===== src/rtl/bitrev_pkg.sv =====
// Shared definitions for the bit-reversal accelerator stream adapters
// (axis2fifo and fifo2axis).
package bitrev_pkg;
  localparam int unsigned DATA_WIDTH = 32;

  typedef enum logic {
    RECV  = 1'b0,
    DRAIN = 1'b1
  } state_t;
endpackage


===== src/rtl/axis2fifo_sync_fifo.sv =====
// Circular FIFO with separate occupancy counter and synchronous clear.
// Storage is deliberately left unreset; only pointers and count are cleared.
module sync_fifo #(
  parameter int unsigned DW    = 32,
  parameter int unsigned DEPTH = 4,
  parameter int unsigned CNT_W = $clog2(DEPTH) + 1
) (
  input  logic             clk,
  input  logic             rst_n,
  input  logic             i_clear,
  input  logic             i_wr_en,
  input  logic [DW-1:0]    i_wr_data,
  input  logic             i_rd_en,
  output logic [DW-1:0]    o_rd_data,
  output logic [CNT_W-1:0] o_count,
  output logic             o_full,
  output logic             o_empty
);
  localparam int unsigned PTR_W = $clog2(DEPTH);

  logic [DW-1:0]    r_mem [DEPTH];
  logic [PTR_W-1:0] r_wr_ptr;
  logic [PTR_W-1:0] r_rd_ptr;
  logic [CNT_W-1:0] r_count;
  logic             w_wr;
  logic             w_rd;

  assign o_full    = (r_count == CNT_W'(DEPTH));
  assign o_empty   = (r_count == '0);
  assign o_count   = r_count;
  assign o_rd_data = r_mem[r_rd_ptr];

  assign w_wr = i_wr_en && !o_full  && !i_clear;
  assign w_rd = i_rd_en && !o_empty && !i_clear;

  always_ff @(posedge clk) begin
    if (w_wr) r_mem[r_wr_ptr] <= i_wr_data;
  end

  always_ff @(posedge clk or negedge rst_n) begin
    if (!rst_n) begin
      r_wr_ptr <= '0;
      r_rd_ptr <= '0;
      r_count  <= '0;
    end else if (i_clear) begin
      r_wr_ptr <= '0;
      r_rd_ptr <= '0;
      r_count  <= '0;
    end else begin
      if (w_wr) r_wr_ptr <= r_wr_ptr + PTR_W'(1);
      if (w_rd) r_rd_ptr <= r_rd_ptr + PTR_W'(1);
      case ({w_wr, w_rd})
        2'b10:   r_count <= r_count + CNT_W'(1);
        2'b01:   r_count <= r_count - CNT_W'(1);
        default: r_count <= r_count;
      endcase
    end
  end
endmodule


===== src/rtl/axis2fifo.sv =====
// AXI-Stream to processor-read adapter: buffers one frame, back-pressures
// the stream from tlast until the frame has been popped out.
module axis2fifo
  import bitrev_pkg::*;
#(
  parameter int unsigned DATA_WIDTH = bitrev_pkg::DATA_WIDTH,
  parameter int unsigned DEPTH      = 4,
  parameter int unsigned CNT_W      = $clog2(DEPTH) + 1,
  parameter int unsigned LEN_W      = 16
) (
  input  logic                  clk,
  input  logic                  rst_n,
  input  logic [DATA_WIDTH-1:0] m_axis_tdata,
  input  logic                  m_axis_tvalid,
  output logic                  m_axis_tready,
  input  logic                  m_axis_tlast,
  input  logic                  read,
  input  logic                  clear,
  output logic [DATA_WIDTH-1:0] dout,
  output logic                  dout_valid,
  output logic                  empty,
  output logic                  full,
  output logic [CNT_W-1:0]      count,
  output logic                  frame_done,
  output logic [LEN_W-1:0]      frame_len
);
  state_t                r_state;
  logic                  r_live;
  logic [LEN_W-1:0]      r_beat_cnt;
  logic [LEN_W-1:0]      r_frame_len;
  logic [DATA_WIDTH-1:0] r_dout;
  logic                  r_dout_valid;

  logic [DATA_WIDTH-1:0] w_rd_data;
  logic [CNT_W-1:0]      w_count;
  logic                  w_full;
  logic                  w_empty;
  logic                  w_tready;
  logic                  w_accept;
  logic                  w_pop;

  sync_fifo #(
    .DW    (DATA_WIDTH),
    .DEPTH (DEPTH),
    .CNT_W (CNT_W)
  ) u_fifo (
    .clk       (clk),
    .rst_n     (rst_n),
    .i_clear   (clear),
    .i_wr_en   (w_accept),
    .i_wr_data (m_axis_tdata),
    .i_rd_en   (w_pop),
    .o_rd_data (w_rd_data),
    .o_count   (w_count),
    .o_full    (w_full),
    .o_empty   (w_empty)
  );

  // r_live keeps tready low while in reset and for the first clean edge after it.
  assign w_tready = r_live && (r_state == RECV) && !w_full;
  assign w_accept = m_axis_tvalid && w_tready;
  assign w_pop    = read && !w_empty;

  assign m_axis_tready = w_tready;
  assign dout          = r_dout;
  assign dout_valid    = r_dout_valid;
  assign empty         = w_empty;
  assign full          = w_full;
  assign count         = w_count;
  assign frame_done    = (r_state == DRAIN);
  assign frame_len     = r_frame_len;

  always_ff @(posedge clk or negedge rst_n) begin
    if (!rst_n) begin
      r_state      <= RECV;
      r_live       <= 1'b0;
      r_beat_cnt   <= '0;
      r_frame_len  <= '0;
      r_dout       <= '0;
      r_dout_valid <= 1'b0;
    end else begin
      r_live       <= 1'b1;
      r_dout_valid <= 1'b0;
      if (clear) begin
        r_state    <= RECV;
        r_beat_cnt <= '0;
      end else begin
        if (w_pop) begin
          r_dout       <= w_rd_data;
          r_dout_valid <= 1'b1;
        end
        case (r_state)
          RECV: begin
            if (w_accept) begin
              if (m_axis_tlast) begin
                r_frame_len <= r_beat_cnt + LEN_W'(1);
                r_beat_cnt  <= '0;
                r_state     <= DRAIN;
              end else begin
                r_beat_cnt  <= r_beat_cnt + LEN_W'(1);
              end
            end
          end
          DRAIN: begin
            if ((w_count == '0) || ((w_count == CNT_W'(1)) && w_pop))
              r_state <= RECV;
          end
          default: r_state <= RECV;
        endcase
      end
    end
  end
endmodule


===== config.mk =====
export PLATFORM = sky130hd
export DESIGN_NAME = axis2fifo
export DESIGN_NICKNAME = d
export VERILOG_FILES = /design/src/rtl/bitrev_pkg.sv /design/src/rtl/axis2fifo_sync_fifo.sv /design/src/rtl/axis2fifo.sv
export SDC_FILE = /design/constraint.sdc
export NUM_CORES = 1
export LEC_CHECK = 0
export BUFFER_PORTS_ARGS = -buffer_cell sky130_fd_sc_hd__buf_4
export CORE_MARGIN = 10
export CORE_UTILIZATION = 60
export CTS_CLUSTER_SIZE = 24
export DETAILED_ROUTE_END_ITERATION = 8
export GPL_TIMING_DRIVEN = 0
export HOLD_SLACK_MARGIN = 0.05
export PLACE_DENSITY = 0.79
export SLEW_MARGIN = 20
export SYNTH_ARGS = -nofsm -noshare
export SYNTH_HDL_FRONTEND = slang
export SYNTH_SLANG_ARGS = --single-unit

===== constraint.sdc =====
create_clock -name clk -period 5.91 [get_ports clk]
set_input_delay 1.182 -clock clk [delete_from_list [all_inputs] [get_ports clk]]
set_output_delay 1.182 -clock clk [all_outputs]
set_load 0.02 [all_outputs]

# Yosys cells after proc, flatten, opt, wreduce, memory -nomap -nowiden
# Memory sizes are Yosys's and may differ from the RTL's. A register that Yosys moved wholly into a read port is not among the register bits.
# Index checks and enable logic that the tools add are counted.
dict set report word_totals {
  regBits 42
  latch_bits 0
  ram_bits 128
  romBits 0
  output_inout_bits 56
  mem_count 1
}
dict set report classes {
  addsub 5
  n_mul 0
  div 0
  magnitude_cmp 0
  eq_ne 5
  shifts 0
  muxes 19
  bitwise 2
  reduce_logical 22
}
# name words word_bits read_ports rd_ports_with_merged_regs write_ports line
set memory_table {}
lappend memory_table {u_fifo.r_mem 4 32 1 1 1 axis2fifo_sync_fifo.sv:21} ;# logic [DW-1:0] r_mem [DEPTH];
# op n
set ops {}
lappend ops {{16-bit two-way mux} 4}
lappend ops {{16-bit by 1-bit adder with 16-bit output, second input constant} 1}
lappend ops {{1-bit logical AND} 9}
lappend ops {{1-bit two-way mux} 8}
lappend ops {{2-bit two-way mux} 4}
lappend ops {{3-bit one-hot mux with 2 select lines} 1}
lappend ops {{2-bit nonzero test} 3}
lappend ops {{2-bit by 1-bit adder with 2-bit output, second input constant} 2}
lappend ops {{1-bit zero test} 4}
lappend ops {{2-bit AND reduction} 2}
lappend ops {{4-bit AND reduction} 1}
lappend ops {{3-bit by 1-bit adder with 3-bit output, second input constant} 1}
lappend ops {{3-bit by 1-bit == test with 1-bit output, second input constant} 1}
lappend ops {{3-bit == test, second input constant} 1}
lappend ops {{3-bit zero test} 1}
lappend ops {{3-bit two-way mux} 1}
lappend ops {{3-bit nonzero test} 1}
lappend ops {{3-bit by 1-bit subtractor with 3-bit output, second input constant} 1}
lappend ops {{2-bit by 1-bit == test with 1-bit output, second input constant} 1}
lappend ops {{2-bit == test, second input constant} 1}
lappend ops {{2-bit != test, second input constant} 1}
lappend ops {{1-bit NOT} 2}
lappend ops {{1-bit one-hot mux with 2 select lines} 1}
lappend ops {{1-bit logical OR} 1}

# Depth between registers and ports, before layout
dict set report logic_depth {
  ltp_word 9
  ltp_mapped 9
}

# Modules after synthesis
# Synthesis repeated with hierarchy kept, for this count alone.
dict set report hier_totals {
  hier_cells 486
  area_unflattened_um2 8220.4
}
# mod n_inst cells_per_inst area_per_inst_um2 seq_area_each_um2
set by_module_without_submodules {}
lappend by_module_without_submodules {sync_fifo 1 233 5231.3 4018.9}
lappend by_module_without_submodules {axis2fifo 1 253 2989.1 1676.6}

# Worst setup path before layout
# Ideal clock, no wire load.
dict set report synth_timing {
  kind {in2reg}
  start {input port clear}
  end {memory u_fifo.r_mem[0][0] (enable)}
  setup_ps 392
  arrival_time_ps 2534
  path_slack_ps 2984
  cell_stages 4
  path_cell_list {buf_2 > inv_1 > and4_1 > and2_1}
}
dict set report synth_via {
  elab_chain_cells 4
}
# item line
set synth_lines {}
lappend synth_lines {{start: declaration} axis2fifo.sv:18} ;# input logic clear,
lappend synth_lines {{1-bit zero test} axis2fifo_sync_fifo.sv:33} ;# assign w_wr = i_wr_en && !o_full && !i_clear;
lappend synth_lines {{1-bit logical AND} axis2fifo_sync_fifo.sv:33}
lappend synth_lines {{1-bit two-way mux} axis2fifo_sync_fifo.sv:37} ;# if (w_wr) r_mem[r_wr_ptr] <= i_wr_data;
lappend synth_lines {{1-bit two-way mux (implied by the code)} axis2fifo_sync_fifo.sv:37}
lappend synth_lines {{end: declaration} axis2fifo_sync_fifo.sv:21}
# Every way passes these cells.

# Final worst setup path
dict set report layout_timing {
  start {register u_fifo.r_count[1], in the netlist u_fifo.o_count[1]}
  end {output port m_axis_tready}
}
dict set report layout_via {
  elab_chain_cells 3
}
# item line
set layout_lines {}
lappend layout_lines {{start: declaration} axis2fifo_sync_fifo.sv:24} ;# logic [CNT_W-1:0] r_count;
lappend layout_lines {{start signal: assignment} axis2fifo_sync_fifo.sv:53} ;# 2'b10: r_count <= r_count + CNT_W'(1);
lappend layout_lines {{start signal: assignment} axis2fifo_sync_fifo.sv:54} ;# 2'b01: r_count <= r_count - CNT_W'(1);
lappend layout_lines {{start signal: assignment} axis2fifo_sync_fifo.sv:55} ;# default: r_count <= r_count;
lappend layout_lines {{3-bit == test} axis2fifo_sync_fifo.sv:28} ;# assign o_full = (r_count == CNT_W'(DEPTH));
lappend layout_lines {{1-bit zero test} axis2fifo.sv:60} ;# assign w_tready = r_live && (r_state == RECV) && !w_full;
lappend layout_lines {{1-bit logical AND} axis2fifo.sv:60}
lappend layout_lines {{end: declaration} axis2fifo.sv:15} ;# output logic m_axis_tready,
# Every way passes these cells.

==> results.yml <==
run_status:
  status: "complete, no violations"
yosys:
  synth_cell_types: 41
  synthCells: 472
  yosysWarnings: 0
  syn_area_um2: 8030
  ys_ff_latch: 202
  synth-edff-count: 128
  synth-seq-area-share: 0.709
  synth_flop_cell: "edfxtp_1"
  async_reset_ff_frac: 0.366
  syn-num-nets: 519
  avgSynthCellArea_um2: 17.0
floorplanning:
  die_x_um: 136
  core_um2: 13200
  ioPinCount: 94
  die-area_um2: 18400
  dieHeight_um: 136
  start_util: 0.609
  fp-row-count: 42
cts:
  post_cts_resized: 0
  numCtsBuffers: 21
  insertion_delay_ps: 480
  htreeDepth: 1
  clock-sinks: 202
  ctsLongestPathBuffers: 3
  cts_tree: "done"
  cts.clk_slew.worst_paths_ps: 60
  hold_buffers: 0
  root_buffer: "clkbuf_16"
  post-cts-setup-buffers: 0
power:
  p_clk_frac: 0.293
  pwr-share-comb: 0.272
  power_mw: 4.17
  internal_power_mw: 2.98
  p_per_area_nw_per_um2: 429
  power_frac_seq: 0.435
  p_switching_mw: 1.19
  p_sw_frac: 0.286
  peakVddDrop_mv: 0.279
  p_leak_nw: 3.67
placement:
  place.gp.congestion: 0.804
  place_area_um2: 9060
  port_buffers: 92
  dp_hpwl_um: 10400
routing:
  dr.pass1.iters: 4
  drc: 0
  drt_wl_total_um: 16000
  vias: 4461
  avgViaCountPerCell: 5.70
  ant_nets: 0
  drt_iter0_drc: 277
  avgRoutedWirePerCell_um: 20.5
global_routing:
  overflow: 0
  first_global_vias: 4804
  grt_pass1_wl_um: 25800
  grt_max_degree: 75
  grt_usage: 0.177
  antenna_found_initial: 0
setup_path:
  reg2reg_to: "u_fifo.r_mem[0][22]"
  critPathMaxStageDelay_ps: 440
  cp.required_ps: 4730
  reg2reg_slack_ps: 3560
  crit_type: "flip-flop to primary output"
  path_cells: "inv_1 > ha_1 > nand2_1 > inv_1 > nor2_1 > buf_4"
  critPathLaunchType: "flip-flop"
  cp.arrival_ps: 1890
  critical_path.most_common_cell: "inv_1"
  critPathTopFamily: "flip-flops"
  crit_slowest_cell: "dfrtp_1"
  crit_buf_inv: 3
  reg2reg_from: "u_fifo.o_count[1]"
  r2r_cells: 6
  cp-end-kind: "primary output"
  worstPathMaxFanout: 8
timing:
  hold_viol_final: 0
  skew_ps: 11.4
  rsz0062_at_grt: "false"
  max_slew.worst_pin.slew_ps: 639
  slew_viol_final: 0
  relSlewSlack: 0.574
  period_needed_ps: 3070
  post-route-period-util: 0.520
  finalSetupViolations: 0
  clock.fmax_mhz: 325
  fin_tns_setup_ps: 0
layout:
  fillers: 825
  antennaDiodeCount: 0
  final_cell_mix: "edfxtp_1, buf_4, dfrtp_1, mux2_2, mux4_2"
  drive_above_1_share: 0.351
  stdcell_area_um2: 9730
  area_growth_pct: 21.1
  layout_commonest_cell: "edfxtp_1"
  num-nets-final: 639
job:
  cap_violations: 0
worst_hold_path:
  min_path_cells: 1
  hold_path.class: "flip-flop to flip-flop"
  hold_start: "r_beat_cnt[15]"
  min_to: "r_beat_cnt[15]"
## cell type report
type / instances / area [um^2] / share of cell area
buffer: 24 / 119 / 0.0122
clock buffer: 29 / 576 / 0.0592
clock inverter: 8 / 62.6 / 0.00643
inverter: 12 / 45.0 / 0.00463
multi-input combinational: 234 / 2180 / 0.224
sequential: 202 / 5700 / 0.586
tap: 176 / 220 / 0.0226
timing repair buffer: 97 / 828 / 0.0852
## per-stage QoR
step,utilization,std cells,setup slack (ps),hold slack [ps]
final,0.737,782,2840,508
after global routing,0.737,782,2710,526
after CTS,0.735,781,2830,507
after detailed placement,0.687,744,2770,493
after global placement,0.678,740,2100,487
after floorplan,-,472,2980,471
## synthesized netlist by cell type (11+ instances only)
library cell / instances / area (um^2)
inv_1: 12 / 45.0
mux4_2: 32 / 721
xnor2_1: 14 / 123
nand3_1: 12 / 60.1
buf_2: 11 / 55.1
nand2_1: 11 / 41.3
edfxtp_1: 128 / 3840
a21oi_1: 23 / 115
nor2_1: 22 / 82.6
dfrtp_1: 74 / 1850
mux2_2: 34 / 383
## power by group through the flow
stage / Combinational, mW / Clock (mW) / Sequential (mW)
detailed placement: 1.15 / 0 / 1.84
global placement: 1.11 / 0 / 1.83
global route: 1.22 / 1.30 / 1.83
floorplan: 0.506 / 0 / 2.01
finish: 1.13 / 1.22 / 1.81
CTS: 1.15 / 1.24 / 1.82
## flip-flops by register name (all words and copies together) (netlist names)
register and flops:
u_fifo.r_wr_ptr 2, frame_done 1, u_fifo.o_count 3, u_fifo.r_rd_ptr 2, u_fifo.r_mem 128, r_beat_cnt 16, dout_valid 1, frame_len 16
dout 32, r_live 1
## routing by layer
layer | up-vias | part of all wire | wire length (um) | track usage
met5 | - | 0 | 0 | 0
met4 | 0 | 0.023 | 374 | 0.0550
met3 | 29 | 0.063 | 1010 | 0.0423
met2 | 122 | 0.52 | 8320 | 0.302
met1 | 2277 | 0.39 | 6310 | 0.218
li1 | 2033 | - | - | -
## worst max path at each step
stage | slack (ps) | startpoint | cells after the start | endpoint
floorplan | 2980 | clear | 4 | u_fifo.r_mem[0][0]
global placement | 2100 | clear | 5 | u_fifo.r_mem[0][25]
detailed placement | 2770 | clear | 7 | dout[22]
CTS | 2830 | u_fifo.o_count[1] | 6 | m_axis_tready
global route | 2710 | u_fifo.o_count[1] | 6 | m_axis_tready
finish | 2840 | u_fifo.o_count[1] | 6 | m_axis_tready
## kinds of logic after synthesis
group / share of synthesized area
other cells: 0.000467
mux: 0.140
buf+inv: 0.0204
simple gates: 0.0565
xor+xnor: 0.0213
flops: 0.709
compound gates: 0.0372
fa+ha+maj: 0.0153
(Power assumes the default switching activity.)
